### src/rtl/if_id_stage_if.sv
// IF/ID boundary bus: fetch inputs, EX hazard feedback, decode-side outputs.
interface if_id_stage_if;
  logic [15:0] F_Instr;
  logic [15:0] F_Nxt_Pc;
  logic        Br_taken;
  logic        X_MemRead;
  logic [3:0]  X_Destination;
  logic [15:0] D_Instr;
  logic [15:0] D_Nxt_Pc;
  logic        D_valid;
  logic        pc_wen;
  logic        id_ex_bubble;
  logic        halted;
  logic [15:0] stall_cnt;

  modport master (
    output F_Instr, F_Nxt_Pc, Br_taken, X_MemRead, X_Destination,
    input  D_Instr, D_Nxt_Pc, D_valid, pc_wen, id_ex_bubble, halted, stall_cnt
  );

  modport slave (
    input  F_Instr, F_Nxt_Pc, Br_taken, X_MemRead, X_Destination,
    output D_Instr, D_Nxt_Pc, D_valid, pc_wen, id_ex_bubble, halted, stall_cnt
  );
endinterface

### src/rtl/if_id_stage.sv
// IF/ID pipeline register with load-use stall, branch flush and HLT freeze.
module if_id_stage #(
  parameter logic [3:0]  HLT_OP    = 4'hF,
  parameter logic [3:0]  LW_OP     = 4'h8,
  parameter logic [3:0]  SW_OP     = 4'h9,
  parameter logic [15:0] NOP_INSTR = 16'h0000
) (
  input  logic         clk,
  input  logic         rst_n,
  if_id_stage_if.slave bus
);

  typedef enum logic {S_RUN, S_HALT} state_t;

  state_t      r_state;
  logic [15:0] r_instr;
  logic [15:0] r_nxt_pc;
  logic        r_valid;
  logic [15:0] r_stall_cnt;

  logic [3:0]  w_op;
  logic [3:0]  w_src1;
  logic [3:0]  w_src2;
  logic        w_hz;
  logic        w_halt;
  logic        w_stall;
  logic        w_is_lw;

  assign w_op   = r_instr[15:12];
  assign w_src1 = r_instr[7:4];
  // SW and opcodes A/B read their second source from the rd field
  assign w_src2 = (w_op == SW_OP || w_op == 4'hA || w_op == 4'hB) ? r_instr[11:8]
                                                                  : r_instr[3:0];
  // opcode in decode is a load; X_MemRead alone drives the hazard
  assign w_is_lw = (w_op == LW_OP);

  // R0 is hardwired zero, so a load into it never creates a dependency
  assign w_hz = r_valid & bus.X_MemRead & (bus.X_Destination != 4'd0) &
                ((bus.X_Destination == w_src1) | (bus.X_Destination == w_src2));

  assign w_halt  = (r_state == S_HALT);
  // flush wins over a simultaneous hazard
  assign w_stall = ~w_halt & ~bus.Br_taken & w_hz;

  assign bus.D_Instr      = r_instr;
  assign bus.D_Nxt_Pc     = r_nxt_pc;
  assign bus.D_valid      = r_valid;
  assign bus.stall_cnt    = r_stall_cnt;
  assign bus.halted       = w_halt;
  assign bus.pc_wen       = ~w_halt & ~w_stall;
  assign bus.id_ex_bubble = w_halt | w_stall;

  // IF/ID register, halt FSM and saturating stall counter
  always_ff @(posedge clk or negedge rst_n) begin
    if (!rst_n) begin
      r_state     <= S_RUN;
      r_instr     <= NOP_INSTR;
      r_nxt_pc    <= 16'h0000;
      r_valid     <= 1'b0;
      r_stall_cnt <= 16'h0000;
    end else begin
      case (r_state)
        S_HALT: begin
          r_instr <= NOP_INSTR;
          r_valid <= 1'b0;
        end
        default: begin
          if (bus.Br_taken) begin
            r_instr  <= NOP_INSTR;
            r_valid  <= 1'b0;
            r_nxt_pc <= bus.F_Nxt_Pc;
          end else if (w_hz) begin
            if (r_stall_cnt != 16'hFFFF) r_stall_cnt <= r_stall_cnt + 16'd1;
          end else if (r_valid && w_op == HLT_OP) begin
            // HLT goes on to ID/EX this cycle; fetch freezes behind it
            r_state <= S_HALT;
            r_instr <= NOP_INSTR;
            r_valid <= 1'b0;
          end else begin
            r_instr  <= bus.F_Instr;
            r_nxt_pc <= bus.F_Nxt_Pc;
            r_valid  <= 1'b1;
          end
        end
      endcase
    end
  end

  // w_is_lw is kept for decode visibility only
  logic w_unused;
  assign w_unused = w_is_lw;

endmodule

### src/flat_wrapper.sv
// flat-port wrapper written by rule: the top's interface ports become plain ports
module if_id_stage_flat 
#(
  parameter logic [3:0]  HLT_OP    = 4'hF,
  parameter logic [3:0]  LW_OP     = 4'h8,
  parameter logic [3:0]  SW_OP     = 4'h9,
  parameter logic [15:0] NOP_INSTR = 16'h0000
)
  (clk, rst_n, bus_F_Instr, bus_F_Nxt_Pc, bus_Br_taken, bus_X_MemRead, bus_X_Destination, bus_D_Instr, bus_D_Nxt_Pc, bus_D_valid, bus_pc_wen, bus_id_ex_bubble, bus_halted, bus_stall_cnt);
  if_id_stage_if bus_i ();
  input  logic clk;
  input  logic rst_n;
  input wire logic [$bits(bus_i.F_Instr)-1:0] bus_F_Instr;
  input wire logic [$bits(bus_i.F_Nxt_Pc)-1:0] bus_F_Nxt_Pc;
  input wire logic [$bits(bus_i.Br_taken)-1:0] bus_Br_taken;
  input wire logic [$bits(bus_i.X_MemRead)-1:0] bus_X_MemRead;
  input wire logic [$bits(bus_i.X_Destination)-1:0] bus_X_Destination;
  output wire logic [$bits(bus_i.D_Instr)-1:0] bus_D_Instr;
  output wire logic [$bits(bus_i.D_Nxt_Pc)-1:0] bus_D_Nxt_Pc;
  output wire logic [$bits(bus_i.D_valid)-1:0] bus_D_valid;
  output wire logic [$bits(bus_i.pc_wen)-1:0] bus_pc_wen;
  output wire logic [$bits(bus_i.id_ex_bubble)-1:0] bus_id_ex_bubble;
  output wire logic [$bits(bus_i.halted)-1:0] bus_halted;
  output wire logic [$bits(bus_i.stall_cnt)-1:0] bus_stall_cnt;
  assign bus_i.F_Instr = bus_F_Instr;
  assign bus_i.F_Nxt_Pc = bus_F_Nxt_Pc;
  assign bus_i.Br_taken = bus_Br_taken;
  assign bus_i.X_MemRead = bus_X_MemRead;
  assign bus_i.X_Destination = bus_X_Destination;
  assign bus_D_Instr = bus_i.D_Instr;
  assign bus_D_Nxt_Pc = bus_i.D_Nxt_Pc;
  assign bus_D_valid = bus_i.D_valid;
  assign bus_pc_wen = bus_i.pc_wen;
  assign bus_id_ex_bubble = bus_i.id_ex_bubble;
  assign bus_halted = bus_i.halted;
  assign bus_stall_cnt = bus_i.stall_cnt;
  if_id_stage #(.HLT_OP(HLT_OP), .LW_OP(LW_OP), .SW_OP(SW_OP), .NOP_INSTR(NOP_INSTR)) u_core (.clk(clk), .rst_n(rst_n), .bus(bus_i));
endmodule
### config.mk
export PLATFORM = sky130hd
export DESIGN_NAME = if_id_stage_flat
export DESIGN_NICKNAME = d
export VERILOG_FILES = /design/src/rtl/if_id_stage_if.sv /design/src/rtl/if_id_stage.sv /design/src/flat_wrapper.sv
export SDC_FILE = /design/constraint.sdc
export NUM_CORES = 1
export LEC_CHECK = 0
export ABC_AREA = 1
export ABC_CLOCK_PERIOD_IN_PS = 1700
export BUFFER_PORTS_ARGS = -buffer_cell sky130_fd_sc_hd__clkbuf_2
export CORE_MARGIN = 2
export CORE_UTILIZATION = 28
export DETAILED_ROUTE_END_ITERATION = 8
export GPL_TIMING_DRIVEN = 0
export PLACE_DENSITY_LB_ADDON = 0.25
export SETUP_SLACK_MARGIN = 0.05
export SLEW_MARGIN = 25
export SYNTH_ARGS = -nofsm -noshare
export SYNTH_HDL_FRONTEND = slang
export SYNTH_SLANG_ARGS = --single-unit
export TNS_END_PERCENT = 5
### constraint.sdc
create_clock -name clk -period 1.7 [get_ports clk]
set_input_delay 0.17 -clock clk [delete_from_list [all_inputs] [get_ports clk]]
set_output_delay 0.17 -clock clk [all_outputs]
set_load 0.1 [all_outputs]
=== Word-level counts from Yosys, hierarchy flattened ===
Index checks and enable logic that the tools add are counted.

* Add/subtract/negate cells: 1
* Eq/ne operators: 10
* Mux-type cells: 16
* Bitwise operators: 11
* Reductions and logical operators: 6

{| class="wikitable"
|+ Operator list
! kind !! number
|-
| $mux W16 || 7
|-
| $add A16 B1 Y16 const B || 1
|-
| $eq A4 B4 Y1 const B || 4
|-
| $ne A16 B16 Y1 const B || 1
|-
| $eq A4 B4 Y1 || 2
|-
| $mux W1 || 8
|-
| $and A1 B1 Y1 || 6
|-
| $mux W4 || 1
|-
| $ne A2 B2 Y1 const B || 2
|-
| $reduce_and A4 Y1 || 1
|-
| $reduce_bool A4 Y1 || 1
|-
| $ne A3 B2 Y1 const B || 1
|-
| $not A1 Y1 || 3
|-
| $reduce_and A3 Y1 || 1
|-
| $logic_or A1 B1 Y1 || 2
|-
| $or A1 B1 Y1 || 2
|-
| $logic_and A1 B1 Y1 || 1
|}

* Bits in registers: 50
* Bits of input ports: 40
* Output and inout bits: 52
* Word-level logic and storage cells: 49

=== Depth between registers and ports, before layout ===
Gate-level depths: netlist (run 1).

* Depth in word-level cells: 10
* Mapped depth: 15

=== Worst setup path after synthesis (run 1) ===
Ideal clock, no wire load.

* Path type: flip-flop to output port
* From: reg u_core.r_instr[15], in the netlist u_core.bus.D_Instr[15]
* To: out bus_pc_wen
* Arrival time: 3.504 ns
* Required time: 1.530 ns
* Slack: -1.974 ns
* Cell stages (with the launch flop): 14
* Cell sequence: dfrtp_1 inv_2 nor2_8 nand3_1 nand2_1 nand2_1 nand2_1 nor2_2 nand2_2 nand2_2 nand3_4 buf_2 nand2_1 inv_1

* Cells in the longest elaborated chain, start to end: 10
* Elaborated cells between the ends (all ways): 12

{| class="wikitable"
|+ RTL lines
! item !! line !! RTL
|-
| start: declaration || if_id_stage.sv:16 || <nowiki>logic [15:0] r_instr;</nowiki>
|-
| start signal: assignment || if_id_stage.sv:80 || <nowiki>r_instr <= bus.F_Instr;</nowiki>
|-
| $eq A4 B4 Y1 || if_id_stage.sv:32 || <nowiki>assign w_src2 = (w_op == SW_OP || w_op == 4'hA || w_op == 4'hB) ? r_instr[11:8]</nowiki>
|-
| $logic_or A1 B1 Y1 || if_id_stage.sv:32 ||
|-
| $logic_or A1 B1 Y1 * || if_id_stage.sv:32 ||
|-
| $mux W4 * || if_id_stage.sv:32 ||
|-
| $eq A4 B4 Y1 * || if_id_stage.sv:39 || <nowiki>((bus.X_Destination == w_src1) | (bus.X_Destination == w_src2));</nowiki>
|-
| $or A1 B1 Y1 * || if_id_stage.sv:39 ||
|-
| $and A1 B1 Y1 * || if_id_stage.sv:38 || <nowiki>assign w_hz = r_valid & bus.X_MemRead & (bus.X_Destination != 4'd0) &</nowiki>
|-
| $and A1 B1 Y1 * || if_id_stage.sv:43 || <nowiki>assign w_stall = ~w_halt & ~bus.Br_taken & w_hz;</nowiki>
|-
| $not A1 Y1 * || if_id_stage.sv:50 || <nowiki>assign bus.pc_wen = ~w_halt & ~w_stall;</nowiki>
|-
| $and A1 B1 Y1 * || if_id_stage.sv:50 ||
|-
| end: declaration || flat_wrapper.sv:21 || <nowiki>output wire logic [$bits(bus_i.pc_wen)-1:0] bus_pc_wen;</nowiki>
|}

Every way passes the cells marked *; elsewhere a longest branch is shown, timed or not.

=== Worst setup path in the final report (run 1) ===
* From: reg u_core.r_instr[14], in the netlist u_core.bus.D_Instr[14]
* To: out bus_pc_wen

The elaborated chain is that of the path after synthesis.

==> impl_metrics.env, run 1 <==
export IMPL_status="finished with violations"
export IMPL_violations="setup timing"
export IMPL_maxCapViolCount=0
export IMPL_avgRoutedWirePerCell_um=13.74
export IMPL_ir_drop_v=0.0002966
export IMPL_final_util_pct=39.17
export IMPL_ys_ff_latch=50
export IMPL_yosys_warnings=0
export IMPL_holdPathStages=3
export IMPL_insertion_delay_ns=0.31
export IMPL_cts_buffers=5
export IMPL_p_per_area_nw_per_um2=604.3
export IMPL_final_cell_mix="nand2_1 (96), clkbuf_2 (88), nand4_1 (35)"
export IMPL_endpoint_kind="output port"
export IMPL_crit_fanout=7
export IMPL_portBuffers=91
export IMPL_avgSynthCellArea_um2=8.231
export IMPL_cts_root_buf="clkbuf_8"
export IMPL_vias=2617
export IMPL_synth_top_area_share_pct=46.77
export IMPL_ant_nets=0
export IMPL_regArea_um2=1286
export IMPL_setup_viol=52
export IMPL_stdcell_count=561
export IMPL_period_share_pct=136.9
export IMPL_timing_fmax_mhz=429.6
export IMPL_multiInputGateArea_um2=1275
export IMPL_drc=0
export IMPL_grt_first_pass_wirelength_um=12370
export IMPL_hold_viol_final=0
export IMPL_crit_type="flop to output port"
export IMPL_grt_ovfl_total=0
export IMPL_drt_iter0_markers=71
export IMPL_cts_clk_slew_worst_paths_ns=0.10
export IMPL_die_x_um=101.7
export IMPL_synth_area_top_cells="dfrtp_1 (47%), nand2_1 (14%), nand4_1 (8.2%), nand3_1 (6.2%), inv_1 (3.9%)"
export IMPL_area_growth_syn_to_layout_pct=35.31
export IMPL_core_area_um2=9240
export IMPL_row_count=35
export IMPL_crit_required_ns=1.53
export IMPL_whs_ns=0.08997
export IMPL_crit_path_start_kind="flop"
export IMPL_antenna_found_initial=0
export IMPL_clkSinkCount=50
export IMPL_nFillCells=965
export IMPL_rsz0062_at_grt="yes"
export IMPL_fin_crit_ns=2.328
export IMPL_num_io_pins=92
export IMPL_worst_slew_pin_slew_ns=0.7318
export IMPL_gp_routability_congestion=0.8152
export IMPL_skew_ns=0.008946
export IMPL_hp_class="primary input to flop"
export IMPL_placed_area_um2=3368
export IMPL_fin_nets=472
export IMPL_final_common_cell="nand2_1"
export IMPL_layout_drive_gt1_share_pct=37.27
export IMPL_dr_pass1_iters=4
export IMPL_grt_total_usage_pct=15.18
export IMPL_syn_inst=325
export IMPL_dpl_hpwl_um=5582
export IMPL_place_inst=545
export IMPL_grt_pass1_vias=2525
export IMPL_synth_nets=366
export IMPL_diodes=0
export IMPL_drt_wl_total_um=7709
export IMPL_arrival_ns=2.16
export IMPL_die_area_um2=10350
export IMPL_grt_max_degree=51
export IMPL_synth_cell_types=31
export IMPL_cts_tree="done"
export IMPL_yosysSeqAreaShare_pct=46.77
export IMPL_dpl_worst_slack_ns=-0.6476
export IMPL_htreeDepth=2
export IMPL_cts_path_max_buffers=2
export IMPL_setup_ws_ns=-0.6280
export IMPL_rr_worst_depth=13
export IMPL_via_per_inst=4.665
export IMPL_synth_cell_area_um2=2675
export IMPL_synth_area_leader_cell="dfrtp_1"
export IMPL_power_mw=2.187
export IMPL_slew_limit_headroom_pct=51.22
export IMPL_die_h_um=101.7
export IMPL_drv_slew=0
export IMPL_finalSetupTns_ns=-14.17
export IMPL_initial_utilization_pct=28.95
export IMPL_p_leak_nw=1.775
export IMPL_stdcell_area_um2=3620
==> cells in the mapped netlist <==
library cell / number
a21boi_4: 1
a41oi_1: 1
buf_2: 4
buf_4: 1
buf_6: 3
clkbuf_1: 7
clkinv_1: 1
dfrtp_1: 50
ha_1: 1
inv_1: 28
inv_2: 1
nand2_1: 100
nand2_2: 3
nand2_4: 1
nand3_1: 33
nand3_2: 1
nand3_4: 1
nand3b_1: 1
nand4_1: 35
nand4_2: 1
nor2_1: 10
nor2_2: 2
nor2_8: 1
nor3_1: 3
nor3b_1: 1
nor4_1: 1
o21ai_0: 2
o21ai_1: 9
o21ai_2: 5
xnor2_1: 11
xor2_1: 6
==> report_power, final <==
group,internal (mW),switching (mW),total [mW]
sequential,1.19,0,1.19
combinational,0.0455,0.0627,0.108
clock,0.481,0.410,0.891
==> worst paths after layout <==
path,slack [ns],end,start
min in group asynchronous,0.48,u_core.bus.stall_cnt[13]$_DFFE_PN0P_,rst_n
max,-0.63,bus_pc_wen,u_core.bus.D_Instr[14]$_DFFE_PN0P_
max reg2reg,-0.37,u_core.bus.stall_cnt[0]$_DFFE_PN0P_,u_core.bus.D_Instr[14]$_DFFE_PN0P_
max in group asynchronous,0.67,u_core.bus.D_Instr[13]$_DFFE_PN0P_,rst_n
min,0.09,u_core.bus.D_Instr[6]$_DFFE_PN0P_,bus_F_Instr[6]
min reg2reg,0.48,u_core.bus.D_Nxt_Pc[13]$_DFFE_PN0P_,u_core.bus.D_Nxt_Pc[13]$_DFFE_PN0P_
==> worst max-delay path, stage by stage, from the launching register on <==
cell and delay [ns]:
dfrtp_4 0.52, nor2_8 0.15, nand2_4 0.09, nand2_2 0.07
nand2_1 0.05, nand2_1 0.05, nand2_1 0.05, nor2_2 0.11
nand2_2 0.08, nand2_4 0.07, nand3_4 0.08, buf_8 0.15
nand2_8 0.06, clkinvlp_4 0.10, clkbuf_16 0.20
==> metal layers <==
metal / vias to the layer above / global-route usage (%) / part of all wire [%]
li1: 1286 / - / -
met5: - / 0 / 0
met2: 66 / 26.16 / 50
met4: 0 / 4.886 / 1.1
met3: 7 / 2.139 / 3.7
met1: 1258 / 19.56 / 45
==> flip-flops by register name, summed over array words and instances, names as in the netlist <==
signal / flops
u_core.bus.D_valid: 1
u_core.bus.D_Nxt_Pc: 16
u_core.bus.D_Instr: 16
u_core.bus.halted: 1
u_core.bus.stall_cnt: 16
==> repair_timing <==
action,CTS,global route
endpoints found under the setup margin,52,52
endpoints found under the hold margin,50,0
buffers inserted,7,0
pin swaps,11,3
hold buffers,1,0
gates resized for setup,18,0
==> cell families after synthesis <==
kind of cell | Yosys count | share of synthesized area (%)
buffers and inverters | 45 | 7.484
xor gates and xnor gates | 17 | 5.566
and+or+nand+nor | 194 | 34.99
AOI/OAI and AO/OA | 18 | 4.724
adders and majority gates | 1 | 0.4677
DFF | 50 | 46.77
==> area by class of cell <==
class	count	share of cell area (%)
Sequential cell	50	35.53
Multi-Input combinational cell	230	35.22
Timing Repair Buffer	99	15.17
Tap cell	129	4.459
Inverter	30	3.353
Buffer	15	3.042
Clock buffer	7	2.385
Clock inverter	1	0.8296
No activity file was read; power rests on OpenSTA's default activity.
==> run 2, diff against run 1 <==
--- a/config.mk
+++ b/config.mk
@@ -5,7 +5,6 @@
 export SDC_FILE = /design/constraint.sdc
 export NUM_CORES = 1
 export LEC_CHECK = 0
-export ABC_AREA = 1
 export ABC_CLOCK_PERIOD_IN_PS = 1700
 export BUFFER_PORTS_ARGS = -buffer_cell sky130_fd_sc_hd__clkbuf_2
 export CORE_MARGIN = 2
==> impl_metrics.env, run 2 <==
export IMPL_status="finished with violations"
export IMPL_violations="setup timing"
export IMPL_crit_type="flop to output port"
export IMPL_hp_class="primary input to flop"
export IMPL_synth_cell_types=40
export IMPL_diodes=0
export IMPL_row_count=33
export IMPL_stdcell_count=430
export IMPL_worst_slew_pin_slew_ns=0.7118
export IMPL_p_leak_nw=1.569
export IMPL_cts_root_buf="clkbuf_8"
export IMPL_placed_area_um2=3082
export IMPL_cts_path_max_buffers=2
export IMPL_avgSynthCellArea_um2=10.98
export IMPL_period_share_pct=151.1
export IMPL_hold_viol_final=0
export IMPL_synth_area_leader_cell="dfrtp_1"
export IMPL_syn_inst=221
export IMPL_arrival_ns=2.40
export IMPL_cts_clk_slew_worst_paths_ns=0.10
export IMPL_antenna_found_initial=0
export IMPL_yosys_warnings=0
export IMPL_rsz0062_at_grt="yes"
export IMPL_insertion_delay_ns=0.30
export IMPL_synth_cell_area_um2=2426
export IMPL_drt_wl_total_um=6352
export IMPL_drv_slew=0
export IMPL_drt_iter0_markers=83
export IMPL_layout_drive_gt1_share_pct=48.62
export IMPL_nFillCells=826
export IMPL_dr_pass1_iters=4
export IMPL_ys_top_cells_by_count="dfrtp_1 (50), nand3_1 (42), o21ai_0 (18), xnor2_1 (12), mux2_4 (10)"
export IMPL_initial_utilization_pct=29.23
export IMPL_ir_drop_v=0.0003644
export IMPL_final_cell_mix="clkbuf_2 (88), nand3_1 (42), dfrtp_1 (36)"
export IMPL_dpl_hpwl_um=4567
export IMPL_grt_first_pass_wirelength_um=10450
export IMPL_setup_viol=52
export IMPL_maxCapViolCount=0
export IMPL_gp_routability_congestion=0.7821
export IMPL_drc=0
export IMPL_crit_path_start_kind="flop"
export IMPL_multiInputGateArea_um2=1206
export IMPL_slew_limit_headroom_pct=52.54
export IMPL_grt_pass1_vias=2030
export IMPL_stdcell_area_um2=3351
export IMPL_die_h_um=97.09
export IMPL_fin_nets=365
export IMPL_crit_fanout=2
export IMPL_grt_ovfl_total=0
export IMPL_vias=2101
export IMPL_die_x_um=97.09
export IMPL_die_area_um2=9426
export IMPL_skew_ns=0.01557
export IMPL_avgRoutedWirePerCell_um=14.77
export IMPL_portBuffers=91
export IMPL_ys_ff_latch=50
export IMPL_synth_edf_count=0
export IMPL_async_flop_share_pct=100.0
export IMPL_core_area_um2=8299
export IMPL_area_growth_syn_to_layout_pct=38.11
export IMPL_synth_area_top_cells="dfrtp_1 (52%), nand3_1 (8.7%), mux2_4 (6.2%), xnor2_1 (4.3%), o21ai_0 (3.7%)"
export IMPL_yosysSeqAreaShare_pct=51.57
export IMPL_cts_buffers=5
export IMPL_grt_total_usage_pct=13.51
export IMPL_fin_crit_ns=2.568
export IMPL_synth_most_common_cell="dfrtp_1"
export IMPL_ant_nets=0
export IMPL_clkSinkCount=50
export IMPL_cts_tree="done"
export IMPL_htreeDepth=2
export IMPL_endpoint_kind="output port"
export IMPL_timing_fmax_mhz=389.4
export IMPL_synth_nets=262
export IMPL_synth_top_area_share_pct=51.57
export IMPL_num_io_pins=92
export IMPL_ys_flop_type="dfrtp_1"
export IMPL_via_per_inst=4.886
export IMPL_regArea_um2=1281
export IMPL_grt_max_degree=51
export IMPL_setup_ws_ns=-0.8680
export IMPL_p_per_area_nw_per_um2=670.7
export IMPL_final_common_cell="clkbuf_2"
export IMPL_crit_required_ns=1.53
export IMPL_place_inst=417
run 2: area by class of cell:
cell class / instances / share of cell area, %
buffer: 11 / 2.502
clock buffer: 7 / 2.577
clock inverter: 1 / 0.1494
inverter: 3 / 0.4481
multi-input combinational: 156 / 36.00
sequential: 50 / 38.24
tap: 105 / 3.921
timing repair buffer: 97 / 16.17
run 2: power by group:
| part | internal (mW) | switching (mW) | total (mW) |
|---|---|---|---|
| Clock | 0.329 | 0.394 | 0.723 |
| Combinational | 0.0863 | 0.220 | 0.306 |
| Sequential | 1.21 | 0.0109 | 1.22 |
| Total | 1.62 | 0.624 | 2.25 |
run 2: logic make-up after synthesis:
kind of cell	share of synthesized area, %
adders and majority gates	0.5156
muxes	9.902
DFF	51.57
and+or+nand+nor	19.44
buffers and inverters	3.043
AOI/OAI and AO/OA	9.387
xor gates and xnor gates	6.137
run 2: what timing repair did:
action / in CTS / in global routing
pin swaps: 5 / 8
hold buffers: 1 / 0
gates cloned: 0 / 0
setup buffers: 5 / 0
endpoints found under the setup margin: 52 / 52
gates resized for setup: 13 / 30
endpoints found under the hold margin: 50 / 0
run 2: critical path: stages (launching register included):
cell and delay [ns]:
dfrtp_4 0.48, or2_4 0.23, a2111o_1 0.37, nand2_2 0.08, a41oi_4 0.14, or2_4 0.26, o21ai_4 0.19, clkinvlp_4 0.13
clkbuf_16 0.20
run 2: worst paths after layout:
kind | from | endpoint | slack, ns | cells after the start
worst min-delay path | bus_F_Instr[0] | u_core.bus.D_Instr[0]$_DFFE_PN0P_ | 0.08 | 3
worst max register to register | u_core.bus.D_Instr[14]$_DFFE_PN0P_ | u_core.bus.D_Nxt_Pc[8]$_DFFE_PN0P_ | -0.77 | 9
min in group asynchronous | rst_n | u_core.bus.D_Nxt_Pc[9]$_DFFE_PN0P_ | 0.47 | 2
max in group asynchronous | rst_n | u_core.bus.D_Instr[12]$_DFFE_PN0P_ | 0.68 | 2
worst min register to register | u_core.bus.stall_cnt[5]$_DFFE_PN0P_ | u_core.bus.stall_cnt[5]$_DFFE_PN0P_ | 0.50 | 1
worst max-delay path | u_core.bus.D_Instr[9]$_DFFE_PN0P_ | bus_pc_wen | -0.87 | 8
run 2: metal layers:
metal | wire length (µm) | GRT usage (%) | vias up
met5 | 0 | 0 | -
met4 | 54 | 3.467 | 0
met3 | 393 | 3.813 | 6
met2 | 2897 | 20.57 | 73
met1 | 3006 | 18.98 | 1023
li1 | - | - | 999
run 2: metrics by stage:
stage / hold slack, ns / power [mW] / TNS, ns / utilization (%) / worst slack [ns]
2_1_floorplan: -0.1256 / 1.429 / -39.24 / - / -1.537
3_3_place_gp: 0.4025 / 1.534 / -44.07 / 37.10 / -1.015
3_5_place_dp: 0.2904 / 1.535 / -44.88 / 37.13 / -1.035
4_1_cts: 0.07925 / 2.268 / -37.22 / 39.56 / -0.8554
5_1_grt: 0.08058 / 2.346 / -34.59 / 40.37 / -0.9348
6_report: 0.08156 / 2.247 / -29.55 / 40.37 / -0.8680
